File: src/rtl/pipeline_pkg.sv
// Shared decode-stage types: opcode/funct constants, ALU/memory op enums,
// the decoded-op struct handed to EX, and immediate/operand helpers.
package pipeline_pkg;

  localparam int unsigned XLEN   = 32;
  localparam int unsigned NREGS  = 32;
  localparam int unsigned REG_AW = 5;

  localparam logic [6:0] OPC_LUI      = 7'b0110111;
  localparam logic [6:0] OPC_AUIPC    = 7'b0010111;
  localparam logic [6:0] OPC_JAL      = 7'b1101111;
  localparam logic [6:0] OPC_JALR     = 7'b1100111;
  localparam logic [6:0] OPC_BRANCH   = 7'b1100011;
  localparam logic [6:0] OPC_LOAD     = 7'b0000011;
  localparam logic [6:0] OPC_STORE    = 7'b0100011;
  localparam logic [6:0] OPC_OP_IMM   = 7'b0010011;
  localparam logic [6:0] OPC_OP       = 7'b0110011;
  localparam logic [6:0] OPC_MISC_MEM = 7'b0001111;
  localparam logic [6:0] OPC_SYSTEM   = 7'b1110011;

  localparam logic [6:0] F7_BASE   = 7'b0000000;
  localparam logic [6:0] F7_ALT    = 7'b0100000;
  localparam logic [6:0] F7_MULDIV = 7'b0000001;

  // Integer ALU funct3
  localparam logic [2:0] F3_ADD  = 3'b000;
  localparam logic [2:0] F3_SLL  = 3'b001;
  localparam logic [2:0] F3_SLT  = 3'b010;
  localparam logic [2:0] F3_SLTU = 3'b011;
  localparam logic [2:0] F3_XOR  = 3'b100;
  localparam logic [2:0] F3_SR   = 3'b101;
  localparam logic [2:0] F3_OR   = 3'b110;
  localparam logic [2:0] F3_AND  = 3'b111;
  // Branch funct3
  localparam logic [2:0] F3_BEQ  = 3'b000;
  localparam logic [2:0] F3_BNE  = 3'b001;
  localparam logic [2:0] F3_BLT  = 3'b100;
  localparam logic [2:0] F3_BGE  = 3'b101;
  localparam logic [2:0] F3_BLTU = 3'b110;
  localparam logic [2:0] F3_BGEU = 3'b111;
  // Load/store width funct3
  localparam logic [2:0] F3_B    = 3'b000;
  localparam logic [2:0] F3_H    = 3'b001;
  localparam logic [2:0] F3_W    = 3'b010;
  localparam logic [2:0] F3_BU   = 3'b100;
  localparam logic [2:0] F3_HU   = 3'b101;
  // Multiply/divide funct3
  localparam logic [2:0] F3_MUL    = 3'b000;
  localparam logic [2:0] F3_MULH   = 3'b001;
  localparam logic [2:0] F3_MULHSU = 3'b010;
  localparam logic [2:0] F3_MULHU  = 3'b011;
  localparam logic [2:0] F3_DIV    = 3'b100;
  localparam logic [2:0] F3_DIVU   = 3'b101;
  localparam logic [2:0] F3_REM    = 3'b110;
  localparam logic [2:0] F3_REMU   = 3'b111;

  typedef enum logic [4:0] {
    ALU_NOP, ALU_ADD, ALU_SUB, ALU_SLL, ALU_SLT, ALU_SLTU, ALU_XOR, ALU_SRL,
    ALU_SRA, ALU_OR, ALU_AND, ALU_LUI, ALU_AUIPC, ALU_JAL, ALU_JALR,
    ALU_BEQ, ALU_BNE, ALU_BLT, ALU_BGE, ALU_BLTU, ALU_BGEU,
    ALU_MUL, ALU_MULH, ALU_MULHSU, ALU_MULHU, ALU_DIV, ALU_DIVU, ALU_REM, ALU_REMU,
    ALU_SYS
  } alu_op_e;

  typedef enum logic [3:0] {
    MEM_NONE, MEM_LB, MEM_LH, MEM_LW, MEM_LBU, MEM_LHU, MEM_SB, MEM_SH, MEM_SW
  } mem_op_e;

  typedef struct packed {
    logic [31:0] instr;
    logic [31:0] pc;
    logic        br_pred;
  } fetch_t;

  typedef struct packed {
    alu_op_e           alu_op;
    mem_op_e           mem_op;
    logic [REG_AW-1:0] rd;
    logic              wb_en;
    logic [XLEN-1:0]   imm;
    logic              uses_rs1;
    logic              uses_rs2;
    logic              illegal;
  } dec_t;

  typedef struct packed {
    alu_op_e           alu_op;
    mem_op_e           mem_op;
    logic [REG_AW-1:0] rd;
    logic              wb_en;
    logic [XLEN-1:0]   imm;
    logic [XLEN-1:0]   rs1_data;
    logic [XLEN-1:0]   rs2_data;
    logic [31:0]       pc;
    logic              br_pred;
    logic              illegal;
  } id_op_t;

  function automatic logic [XLEN-1:0] imm_i(input logic [31:0] i);
    return {{20{i[31]}}, i[31:20]};
  endfunction

  function automatic logic [XLEN-1:0] imm_s(input logic [31:0] i);
    return {{20{i[31]}}, i[31:25], i[11:7]};
  endfunction

  function automatic logic [XLEN-1:0] imm_b(input logic [31:0] i);
    return {{19{i[31]}}, i[31], i[7], i[30:25], i[11:8], 1'b0};
  endfunction

  function automatic logic [XLEN-1:0] imm_u(input logic [31:0] i);
    return {i[31:12], 12'b0};
  endfunction

  function automatic logic [XLEN-1:0] imm_j(input logic [31:0] i);
    return {{11{i[31]}}, i[31], i[19:12], i[20], i[30:21], 1'b0};
  endfunction

  // A writeback landing this cycle is newer than the regfile read port.
  function automatic logic [XLEN-1:0] read_operand(
    input logic [REG_AW-1:0] rs,
    input logic [XLEN-1:0]   rf_data,
    input logic              wb_en,
    input logic [REG_AW-1:0] wb_rd,
    input logic [XLEN-1:0]   wb_data
  );
    if (rs == '0) return '0;
    if (wb_en && (wb_rd == rs)) return wb_data;
    return rf_data;
  endfunction

endpackage

File: src/rtl/id_stage_if.sv
// Generic valid/ack handshake carrying a flat payload; the master drives
// valid/data, the slave answers with ack in the same cycle.
interface id_stage_if #(
  parameter int unsigned WIDTH = 1
);
  logic             valid;
  logic [WIDTH-1:0] data;
  logic             ack;

  modport master (output valid, output data, input ack);
  modport slave  (input valid, input data, output ack);
endinterface

File: src/rtl/id_stage_decoder.sv
// Purely combinational RV32I instruction decoder. Define RV32M_EN to decode
// the multiply/divide group; otherwise those encodings are illegal.
module id_stage_decoder
  import pipeline_pkg::*;
(
  input  logic [31:0] instr,
  output dec_t        dec
);

  logic [6:0]        opcode;
  logic [2:0]        f3;
  logic [6:0]        f7;
  logic [REG_AW-1:0] rd_f;
  logic              writes;
  logic              legal;

  assign opcode = instr[6:0];
  assign f3     = instr[14:12];
  assign f7     = instr[31:25];
  assign rd_f   = instr[11:7];

  always_comb begin
    // NOTE: every output gets a default before the case so no path can infer a latch.
    dec    = '0;
    writes = 1'b0;
    legal  = 1'b1;
    case (opcode)
      OPC_LUI:   begin dec.alu_op = ALU_LUI;   dec.imm = imm_u(instr); writes = 1'b1; end
      OPC_AUIPC: begin dec.alu_op = ALU_AUIPC; dec.imm = imm_u(instr); writes = 1'b1; end
      OPC_JAL:   begin dec.alu_op = ALU_JAL;   dec.imm = imm_j(instr); writes = 1'b1; end
      OPC_JALR: begin
        dec.alu_op   = ALU_JALR;
        dec.imm      = imm_i(instr);
        dec.uses_rs1 = 1'b1;
        writes       = 1'b1;
        legal        = (f3 == 3'b000);
      end
      OPC_BRANCH: begin
        dec.imm      = imm_b(instr);
        dec.uses_rs1 = 1'b1;
        dec.uses_rs2 = 1'b1;
        case (f3)
          F3_BEQ:  dec.alu_op = ALU_BEQ;
          F3_BNE:  dec.alu_op = ALU_BNE;
          F3_BLT:  dec.alu_op = ALU_BLT;
          F3_BGE:  dec.alu_op = ALU_BGE;
          F3_BLTU: dec.alu_op = ALU_BLTU;
          F3_BGEU: dec.alu_op = ALU_BGEU;
          default: legal = 1'b0;
        endcase
      end
      OPC_LOAD: begin
        dec.alu_op   = ALU_ADD;
        dec.imm      = imm_i(instr);
        dec.uses_rs1 = 1'b1;
        writes       = 1'b1;
        case (f3)
          F3_B:    dec.mem_op = MEM_LB;
          F3_H:    dec.mem_op = MEM_LH;
          F3_W:    dec.mem_op = MEM_LW;
          F3_BU:   dec.mem_op = MEM_LBU;
          F3_HU:   dec.mem_op = MEM_LHU;
          default: legal = 1'b0;
        endcase
      end
      OPC_STORE: begin
        dec.alu_op   = ALU_ADD;
        dec.imm      = imm_s(instr);
        dec.uses_rs1 = 1'b1;
        dec.uses_rs2 = 1'b1;
        case (f3)
          F3_B:    dec.mem_op = MEM_SB;
          F3_H:    dec.mem_op = MEM_SH;
          F3_W:    dec.mem_op = MEM_SW;
          default: legal = 1'b0;
        endcase
      end
      OPC_OP_IMM: begin
        dec.imm      = imm_i(instr);
        dec.uses_rs1 = 1'b1;
        writes       = 1'b1;
        case (f3)
          F3_ADD:  dec.alu_op = ALU_ADD;
          F3_SLT:  dec.alu_op = ALU_SLT;
          F3_SLTU: dec.alu_op = ALU_SLTU;
          F3_XOR:  dec.alu_op = ALU_XOR;
          F3_OR:   dec.alu_op = ALU_OR;
          F3_AND:  dec.alu_op = ALU_AND;
          F3_SLL: begin
            dec.alu_op = ALU_SLL;
            legal      = (f7 == F7_BASE);
          end
          F3_SR: begin
            if (f7 == F7_BASE)     dec.alu_op = ALU_SRL;
            else if (f7 == F7_ALT) dec.alu_op = ALU_SRA;
            else                   legal = 1'b0;
          end
          default: legal = 1'b0;
        endcase
      end
      OPC_OP: begin
        dec.uses_rs1 = 1'b1;
        dec.uses_rs2 = 1'b1;
        writes       = 1'b1;
        case (f7)
          F7_BASE: begin
            case (f3)
              F3_ADD:  dec.alu_op = ALU_ADD;
              F3_SLL:  dec.alu_op = ALU_SLL;
              F3_SLT:  dec.alu_op = ALU_SLT;
              F3_SLTU: dec.alu_op = ALU_SLTU;
              F3_XOR:  dec.alu_op = ALU_XOR;
              F3_SR:   dec.alu_op = ALU_SRL;
              F3_OR:   dec.alu_op = ALU_OR;
              F3_AND:  dec.alu_op = ALU_AND;
              default: legal = 1'b0;
            endcase
          end
          F7_ALT: begin
            case (f3)
              F3_ADD:  dec.alu_op = ALU_SUB;
              F3_SR:   dec.alu_op = ALU_SRA;
              default: legal = 1'b0;
            endcase
          end
          F7_MULDIV: begin
`ifdef RV32M_EN
            case (f3)
              F3_MUL:    dec.alu_op = ALU_MUL;
              F3_MULH:   dec.alu_op = ALU_MULH;
              F3_MULHSU: dec.alu_op = ALU_MULHSU;
              F3_MULHU:  dec.alu_op = ALU_MULHU;
              F3_DIV:    dec.alu_op = ALU_DIV;
              F3_DIVU:   dec.alu_op = ALU_DIVU;
              F3_REM:    dec.alu_op = ALU_REM;
              F3_REMU:   dec.alu_op = ALU_REMU;
              default:   legal = 1'b0;
            endcase
`else
            legal = 1'b0;
`endif
          end
          default: legal = 1'b0;
        endcase
      end
      OPC_MISC_MEM: dec.alu_op = ALU_NOP;
      OPC_SYSTEM: begin
        dec.alu_op = ALU_SYS;
        legal      = (f3 == 3'b000);
      end
      default: legal = 1'b0;
    endcase

    // rd only matters for ops that write; x0 destinations never claim the scoreboard.
    if (legal) begin
      dec.rd    = writes ? rd_f : '0;
      dec.wb_en = writes && (rd_f != '0);
    end else begin
      dec         = '0;
      dec.illegal = 1'b1;
    end
  end

endmodule

File: src/rtl/id_stage.sv
// Instruction-decode stage: fetch handshake in, scoreboarded hazard check,
// writeback bypass and a registered decoded op out to EX. Optional: RV32M_EN.
module id_stage
  import pipeline_pkg::*;
(
  input  logic              clk,
  input  logic              rstn_i,
  input  logic              flush_i,
  input  logic              halt_i,
  id_stage_if.slave         fetch,
  output logic [REG_AW-1:0] rs1_addr_o,
  output logic [REG_AW-1:0] rs2_addr_o,
  input  logic [XLEN-1:0]   rs1_data_i,
  input  logic [XLEN-1:0]   rs2_data_i,
  input  logic              wb_en_i,
  input  logic [REG_AW-1:0] wb_rd_i,
  input  logic [XLEN-1:0]   wb_data_i,
  id_stage_if.master        ex
);

  fetch_t           in_op;
  dec_t             dec;
  id_op_t           new_op;
  id_op_t           op_q, op_d;
  logic             valid_q, valid_d;
  logic [NREGS-1:0] sb_q, sb_d;
  logic [NREGS-1:0] wb_mask;
  logic [NREGS-1:0] busy;
  logic             hazard;
  logic             accept;

  assign in_op = fetch_t'(fetch.data);

  id_stage_decoder u_decoder (
    .instr (in_op.instr),
    .dec   (dec)
  );

  assign rs1_addr_o = in_op.instr[19:15];
  assign rs2_addr_o = in_op.instr[24:20];

  // A register whose writeback lands this cycle is already free; sb_q[0] never sets.
  assign wb_mask = wb_en_i ? (NREGS'(1) << wb_rd_i) : '0;
  assign busy    = sb_q & ~wb_mask;
  assign hazard  = (dec.uses_rs1 & busy[rs1_addr_o])
                 | (dec.uses_rs2 & busy[rs2_addr_o])
                 | (dec.wb_en    & busy[dec.rd]);

  assign accept = rstn_i & fetch.valid & (!valid_q | ex.ack)
                & !hazard & !flush_i & !halt_i;
  assign fetch.ack = accept;

  always_comb begin
    new_op          = '0;
    new_op.alu_op   = dec.alu_op;
    new_op.mem_op   = dec.mem_op;
    new_op.rd       = dec.rd;
    new_op.wb_en    = dec.wb_en;
    new_op.imm      = dec.imm;
    new_op.rs1_data = dec.uses_rs1
                    ? read_operand(rs1_addr_o, rs1_data_i, wb_en_i, wb_rd_i, wb_data_i) : '0;
    new_op.rs2_data = dec.uses_rs2
                    ? read_operand(rs2_addr_o, rs2_data_i, wb_en_i, wb_rd_i, wb_data_i) : '0;
    new_op.pc       = in_op.pc;
    new_op.br_pred  = in_op.br_pred;
    new_op.illegal  = dec.illegal;
  end

  // Writeback clears first so an accept to the same register wins.
  always_comb begin
    valid_d = valid_q;
    op_d    = op_q;
    sb_d    = sb_q & ~wb_mask;
    if (accept) begin
      valid_d = 1'b1;
      op_d    = new_op;
      if (dec.wb_en) sb_d[dec.rd] = 1'b1;
    end else if (flush_i) begin
      valid_d = 1'b0;
      // A held op that EX consumes this same cycle is not killed and keeps its bit.
      if (valid_q && op_q.wb_en && !ex.ack) sb_d[op_q.rd] = 1'b0;
    end else if (!halt_i && ex.ack) begin
      valid_d = 1'b0;
    end
  end

  // NOTE: the scoreboard is a flop vector, not a RAM, so it resets with the rest of the stage.
  always_ff @(posedge clk or negedge rstn_i) begin
    if (!rstn_i) begin
      valid_q <= 1'b0;
      op_q    <= '0;
      sb_q    <= '0;
    end else begin
      // NOTE: non-blocking assignments keep every flop updating from pre-edge values.
      valid_q <= valid_d;
      op_q    <= op_d;
      sb_q    <= sb_d;
    end
  end

  assign ex.valid = valid_q;
  assign ex.data  = op_q;

endmodule

File: src/flat_wrapper.sv
// flat-port wrapper written by rule: the top's interface ports become plain ports
module id_stage_flat import pipeline_pkg::*;
  (clk, rstn_i, flush_i, halt_i, rs1_addr_o, rs2_addr_o, rs1_data_i, rs2_data_i, wb_en_i, wb_rd_i, wb_data_i, fetch_valid, fetch_data, fetch_ack, ex_valid, ex_data, ex_ack);
  id_stage_if #(.WIDTH($bits(fetch_t))) fetch_i ();
  id_stage_if #(.WIDTH($bits(id_op_t))) ex_i ();
  input  logic clk;
  input  logic rstn_i;
  input  logic flush_i;
  input  logic halt_i;
  output logic [REG_AW-1:0] rs1_addr_o;
  output logic [REG_AW-1:0] rs2_addr_o;
  input  logic [XLEN-1:0] rs1_data_i;
  input  logic [XLEN-1:0] rs2_data_i;
  input  logic wb_en_i;
  input  logic [REG_AW-1:0] wb_rd_i;
  input  logic [XLEN-1:0] wb_data_i;
  input wire logic [$bits(fetch_i.valid)-1:0] fetch_valid;
  input wire logic [$bits(fetch_i.data)-1:0] fetch_data;
  output wire logic [$bits(fetch_i.ack)-1:0] fetch_ack;
  output wire logic [$bits(ex_i.valid)-1:0] ex_valid;
  output wire logic [$bits(ex_i.data)-1:0] ex_data;
  input wire logic [$bits(ex_i.ack)-1:0] ex_ack;
  assign fetch_i.valid = fetch_valid;
  assign fetch_i.data = fetch_data;
  assign fetch_ack = fetch_i.ack;
  assign ex_valid = ex_i.valid;
  assign ex_data = ex_i.data;
  assign ex_i.ack = ex_ack;
  id_stage u_core (.clk(clk), .rstn_i(rstn_i), .flush_i(flush_i), .halt_i(halt_i), .fetch(fetch_i), .rs1_addr_o(rs1_addr_o), .rs2_addr_o(rs2_addr_o), .rs1_data_i(rs1_data_i), .rs2_data_i(rs2_data_i), .wb_en_i(wb_en_i), .wb_rd_i(wb_rd_i), .wb_data_i(wb_data_i), .ex(ex_i));
endmodule
File: config.mk
export PLATFORM = sky130hd
export DESIGN_NAME = id_stage_flat
export DESIGN_NICKNAME = d
export VERILOG_FILES = /design/src/rtl/pipeline_pkg.sv /design/src/rtl/id_stage_if.sv /design/src/rtl/id_stage_decoder.sv /design/src/rtl/id_stage.sv /design/src/flat_wrapper.sv
export SDC_FILE = /design/constraint.sdc
export NUM_CORES = 1
export LEC_CHECK = 0
export BUFFER_PORTS_ARGS = -buffer_cell sky130_fd_sc_hd__buf_2
export CELL_PAD_IN_SITES_DETAIL_PLACEMENT = 1
export CELL_PAD_IN_SITES_GLOBAL_PLACEMENT = 1
export CORE_UTILIZATION = 41
export CTS_BUF_LIST = sky130_fd_sc_hd__clkbuf_8
export CTS_CLUSTER_DIAMETER = 150
export DETAILED_ROUTE_END_ITERATION = 16
export PLACE_DENSITY = 0.83
export SLEW_MARGIN = 20
export SYNTH_ARGS = -nofsm -noshare
export SYNTH_HDL_FRONTEND = slang
export SYNTH_SLANG_ARGS = --single-unit
File: constraint.sdc
create_clock -name clk -period 3.6 [get_ports clk]
set_input_delay 0.54 -clock clk [delete_from_list [all_inputs] [get_ports clk]]
set_output_delay 0.54 -clock clk [all_outputs]
set_load 0.01 [all_outputs]
==> metrics.md, run 1 <==
| Metric | Value |
|---|---|
| Cell family with most CP delay | compound AO/OA/AOI/OAI gates |
| Post-DRT Antenna Nets | 0 |
| R2R Path Start | u_core.sb_q[31]$_DFF_PN0_ |
| Die width | 170 um |
| Core ar. | 27800 um2 |
| PwrDens | 317 nW/um2 |
| Final net count | 1659 |
| Final Setup Violations | 0 |
| Vert. Die Dim | 170 um |
| Routed vias/inst | 5.82 |
| Syn_area_per_cell | 10.2 um2 |
| Critical Path Max Stage Delay | 580 ps |
| Crit path required time | 3060 ps |
| DR DRC count | 0 |
| Min Clock Period, post-route | 3480 ps |
| Crit Path Class | in -> out |
| # rows | 61 |
| Worst slew pin tran | 937 ps |
| Crit path launch type | input pin |
| Ratio of cells with drive above 1 in the final layout | 38.8% |
| Clk_lat worst skew | 480 ps |
| DP Cell Count | 1832 |
| Final Max Slew Viols | 0 |
| Outcome | finished, final reports clean |
| Number of synthesized flops with an enable pin | 0 |
| Die ar. | 28900 um2 |
| Post-Syn Area | 11600 um2 |
| Worst Hold Class | in -> reg |
| Largest cells by area after synthesis | dfrtp_1 (38%), mux2_4 (14%), mux2i_1 (8.8%), nor2_1 (4.0%), a21oi_1 (3.2%) |
| Worst-path cell with the longest stage delay | o41ai_4 |
| P_leak | 7.22 nW |
| Final Hold Fails | 0 |
| Buf+Inv Stages, Crit Path | 5 |
| Final worst-path cycle share | 96.6% |
| Peak supply drop | 211 uV |
| Max_cap viols | 0 |
| Port bufs | 329 |
| First-pass GRT wire length | 65300 um |
| Top FF cell, synth | dfrtp_1 |
| Setup total negative slack | 0 ps |
| Worst-case clock skew | 26.3 ps |
| Syn-to-layout area delta | 23.8% |
| Initial antenna violation count | 1 |
| Cells along the critical path | buf_2, inv_1, ha_1, inv_1, a31oi_1, o22ai_2, o41ai_4, nor3_2, o2111ai_2, nand3_4, inv_1, buf_2 |
| # IOs | 330 |
| Hold Path Origin | fetch_data[27] |
| Worst-case clock buffer depth | 2 |
| #FFs+latches synth | 178 |
| Final RePlAce weighted congestion | 0.926 |
| Hold-critical path depth | 2 |
| Clk sinks | 178 |
| DRT iter0 DRCs | 685 |
| Reg2reg path depth | 10 |
| Pwr Total | 0.00455 W |
| Synth Net Count | 1321 |
| Overflow after GRT | 0 |
| Non-Filler Instances | 1866 |
| RSZ-0062 raised after global routing | no |
| Worst EP arrival | 2940 ps |
| Drt wl/cell | 22.9 um |
| Most frequent cells in the layout | buf_2 (328), dfrtp_1 (178), nor2_1 (122) |
| Most common cell after layout, fill and taps aside | buf_2 |
| Slew headroom | 37.5% |
| Fmax | 288 MHz |
| Hold EP | u_core.ex.data[28]$_DFFE_PN0P_ |
| Sequential area share after synthesis | 38.5% |
| H-Tree Level Count | 4 |
| Routed WL | 42800 um |
| Detailed Place HPWL | 32800 um |
| Starting Density | 41.7% |
| Synth Warn # | 0 |
| First drt pass iteration count | 5 |
| R2r setup slk | 890 ps |
| CTS tree | built |
| CTS clk-pin slew, worst paths | 120 ps |
| Cell variety after synth | 81 |
| Synth Instances | 1136 |
| Crit-path max FO | 8 |
| Critical Path Sink Type | output port |
| Largest net degree at the start of global routing | 68 |
| GRT Overall Usage | 29.3% |
| Root Buffer | clkbuf_8 |
| Vias in the first global route | 11400 |
| Post-synth ARST share | 100% |
| Yosys top cell by area | dfrtp_1 |
| Post-synth top area share | 38.5% |
| Vias | 10900 |
| TritonCTS buffer count | 17 |
| Final Util | 51.6% |
| CP dominant cell by count | inv_1 |
| R2R Path End | u_core.ex.data[0]$_DFFE_PN0P_ |
[timing repair]
item                                    4_1_cts  5_1_grt
endpoints found under the setup margin        0        1
endpoints found under the hold margin         7        0
resized for setup                             0        1
hold buffers                                  1        0
setup buffers                                 0        0
[flip-flops by register name, indices dropped and copies added, names as in the netlist]
name,cells
u_core.ex.data,145
u_core.ex.valid,1
u_core.sb_q,32
[per-stage QoR]
stage / setup WS (ps) / instance area [um2] / hold slack, ps
detailed placement: 187 / 13900 / 391
CTS: 153 / 14300 / 249
global placement: 257 / 13900 / 390
global route: 26.0 / 14300 / 258
finish: 123 / 14300 / 276
floorplan: 209 / 11600 / 244
[worst register-to-register path, stage by stage (launching register included)]
cell      delay (ps)
dfrtp_1          410
mux2i_1          280
a311oi_1          80
or4b_1           530
o41ai_1           90
nor4_1           140
a21oi_4          210
nand3_4          170
buf_12           210
buf_12           170
mux2_4           310
[cell type report]
| class | instances | area (um2) |
|---|---|---|
| clock buffer | 17 | 234 |
| clock inverter | 15 | 179 |
| sequential | 178 | 4450 |
| multi-input combinational | 823 | 6420 |
| antenna | 1 | 2.50 |
| inverter | 44 | 165 |
| timing repair buffer | 410 | 2400 |
| fill | 3253 | 13400 |
| tap | 378 | 473 |
[worst max-delay path by stage]
stage,to,startpoint,cells past startpoint
after detailed placement,u_core.ex.data[1]$_DFFE_PN0P_,fetch_data[46],13
after CTS,fetch_ack,wb_rd_i[2],10
final,fetch_ack,fetch_data[46],12
after global routing,fetch_ack,wb_rd_i[3],10
after floorplan,fetch_ack,fetch_data[46],13
after global placement,u_core.ex.data[130]$_DFFE_PN0P_,fetch_data[38],10
[cell usage after synthesis (11+ instances only)]
master and number:
clkbuf_1 41, buf_2 16, nand2_1 64, nor2_1 123, o22ai_1 20, nand3_1 20
buf_4 15, ha_1 12, nand4_1 13, dfrtp_1 178, o21ai_1 27, mux2_4 108
nor3_1 13, o211ai_1 12, buf_8 11, inv_1 43, mux2i_1 102, o21a_1 11
a21oi_1 74, mux2_1 17, o21ai_0 42
[cell families after synthesis]
kind of cell	synth area share [%]
AND/OR/NAND/NOR	13.7
buffers and inverters	6.24
XOR/XNOR	1.20
adder cells (fa/ha/maj)	1.30
multiplexers	25.8
AO/OA/AOI/OAI	13.4
flip-flops	38.5
[metal layers]
layer  vias up  global-route usage, %  wire (um)
met5         -                      0          0
met1      5470                   35.6      17100
li1       4767                      -          -
met4         0                   12.7       1660
met2       504                   50.5      21200
met3       115                   5.33       2800
[power by group]
group	leakage [nW]	internal [W]	total (W)	switching (W)
logic	4.61	0.000416	0.000924	0.000507
registers	2.41	0.00211	0.00218	0.0000684
clock network	0.201	0.000537	0.00145	0.000910
Note: power is estimated with default switching activity, not from simulation.
==> inputs of run 2 (changes only) <==
--- a/config.mk
+++ b/config.mk
@@ -12,6 +12,7 @@
 export CTS_BUF_LIST = sky130_fd_sc_hd__clkbuf_8
 export CTS_CLUSTER_DIAMETER = 150
 export DETAILED_ROUTE_END_ITERATION = 16
+export MAX_ROUTING_LAYER = met4
 export PLACE_DENSITY = 0.83
 export SLEW_MARGIN = 20
 export SYNTH_ARGS = -nofsm -noshare
==> metrics.md, run 2 (same netlist as run 1, synthesis figures left out) <==
| Metric | Value |
|---|---|
| Worst-case clock skew | 29.8 ps |
| Vias in the first global route | 11000 |
| Dpl ws | 24.8 ps |
| Clk sinks | 178 |
| Final worst slack | 124 ps |
| Crit-path max FO | 10 |
| Die width | 170 um |
| Root Buffer | clkbuf_8 |
| Vert. Die Dim | 170 um |
| Routed vias/inst | 5.76 |
| # rows | 61 |
| TritonCTS buffer count | 17 |
| Worst Hold Class | in -> async |
| Initial antenna violation count | 0 |
| Final worst-path cycle share | 96.6% |
| Starting Density | 41.7% |
| Peak supply drop | 178 uV |
| DR DRC count | 0 |
| Ratio of cells with drive above 1 in the final layout | 39.1% |
| Port bufs | 329 |
| DRT iter0 DRCs | 673 |
| Drt wl/cell | 23.0 um |
| Worst slew pin tran | 811 ps |
| Routed WL | 43000 um |
| Crit Path Class | in -> out |
| Clk_lat worst skew | 490 ps |
| Final Setup Violations | 0 |
| Worst-case clock buffer depth | 2 |
| P_leak | 7.24 nW |
| Crit path required time | 3060 ps |
| Setup total negative slack | 0 ps |
| Pwr Total | 0.00457 W |
| Detailed Place HPWL | 33200 um |
| Core ar. | 27800 um2 |
| # IOs | 330 |
| Largest net degree at the start of global routing | 56 |
| Most frequent cells in the layout | buf_2 (328), dfrtp_1 (178), nor2_1 (122) |
| First drt pass iteration count | 5 |
| Critical Path Sink Type | output port |
| Final Hold Fails | 0 |
| Final RePlAce weighted congestion | 0.963 |
| Final net count | 1660 |
| Final Max Slew Viols | 0 |
| Post-CTS Hold Buffers | 0 |
| CTS tree | built |
| Largest register FFs | 145 |
| Outcome | finished, final reports clean |
| Min Clock Period, post-route | 3480 ps |
| First-pass GRT wire length | 64900 um |
| Syn-to-layout area delta | 24.1% |
| GRT Overall Usage | 30.3% |
| Worst EP arrival | 2940 ps |
| Vias | 10800 |
| Fmax | 288 MHz |
| Crit path launch type | input pin |
| Hold Slack | 154 ps |
| H-Tree Level Count | 4 |
| Post-DRT Antenna Nets | 0 |
| RSZ-0062 raised after global routing | no |
| Overflow after GRT | 0 |
| Most common cell after layout, fill and taps aside | buf_2 |
| PwrDens | 318 nW/um2 |
| CTS clk-pin slew, worst paths | 120 ps |
| Max_cap viols | 0 |
| Slew headroom | 45.7% |
| Fillers | 3236 |
| Die ar. | 28900 um2 |
## run 2: cell count changes in the layout (fill, tap and decap cells not counted)
cell,before,now
nor4_4,0,1
ha_1,12,11
nor4_1,6,5
clkinv_2,0,1
clkinvlp_4,2,0
clkinv_8,4,6
inv_6,2,4
o21a_1,11,10
dlygate4sd3_1,1,0
buf_4,69,71
ha_2,0,1
inv_8,5,2
o21a_2,0,1
## run 2: worst max-delay path, cell delays in order
cell       delay, ps
buf_2            160
nand2b_1         280
buf_4            220
o21ai_1          330
o21ai_0          130
o221ai_1         310
a32oi_1          140
o2111ai_2        300
nand3_4          230
inv_1            140
buf_2            140
## run 2: through the flow
| step | instances | utilization [%] | instance area, um2 |
|---|---|---|---|
| after detailed placement | 1832 | 50.0 | 13900 |
| final | 1867 | 51.7 | 14400 |
| after CTS | 1864 | 51.6 | 14300 |
| after global placement | 1832 | 50.0 | 13900 |
| after global routing | 1866 | 51.7 | 14400 |
| after floorplan | 1136 | - | 11600 |
## run 2: repair_timing
item                                    CTS  global route
setup buffers                             0             2
endpoints found under the setup margin    0             1
gates resized for setup                   0             5
## run 2: final timing paths
path	slack (ps)	depth (start not counted)	start	to
min in group clk	270	2	fetch_data[4]	u_core.ex.data[5]$_DFFE_PN0P_
max reg2reg	830	10	u_core.sb_q[29]$_DFF_PN0_	u_core.ex.data[16]$_DFFE_PN0P_
max in group asynchronous	2120	3	rstn_i	u_core.ex.data[46]$_DFFE_PN0P_
min reg2reg	510	1	u_core.ex.data[86]$_DFFE_PN0P_	u_core.ex.data[86]$_DFFE_PN0P_
min	150	2	rstn_i	u_core.ex.data[140]$_DFFE_PN0P_
max	120	11	wb_rd_i[0]	fetch_ack
## run 2: routing by layer
metal	track usage (%)	vias up	wire, um
li1	-	4769	-
met5	-	-	0
met3	6.47	125	3040
met4	14.1	0	1830
met1	35.0	5356	16800
met2	50.1	502	21400
## run 2: area by class of cell
type	count	area [um2]	area share [%]
Antenna cell	1	2.50	0.0174
Clock buffer	17	234	1.63
Clock inverter	15	185	1.29
Inverter	44	165	1.15
Multi-Input combinational cell	823	6440	44.8
Sequential cell	178	4450	31.0
Tap cell	378	473	3.29
Timing Repair Buffer	411	2410	16.8
## run 2: power breakdown
| part | internal [W] | switching [W] |
|---|---|---|
| Combinational | 0.000416 | 0.000509 |
| Sequential | 0.00211 | 0.0000755 |
| Clock | 0.000538 | 0.000921 |
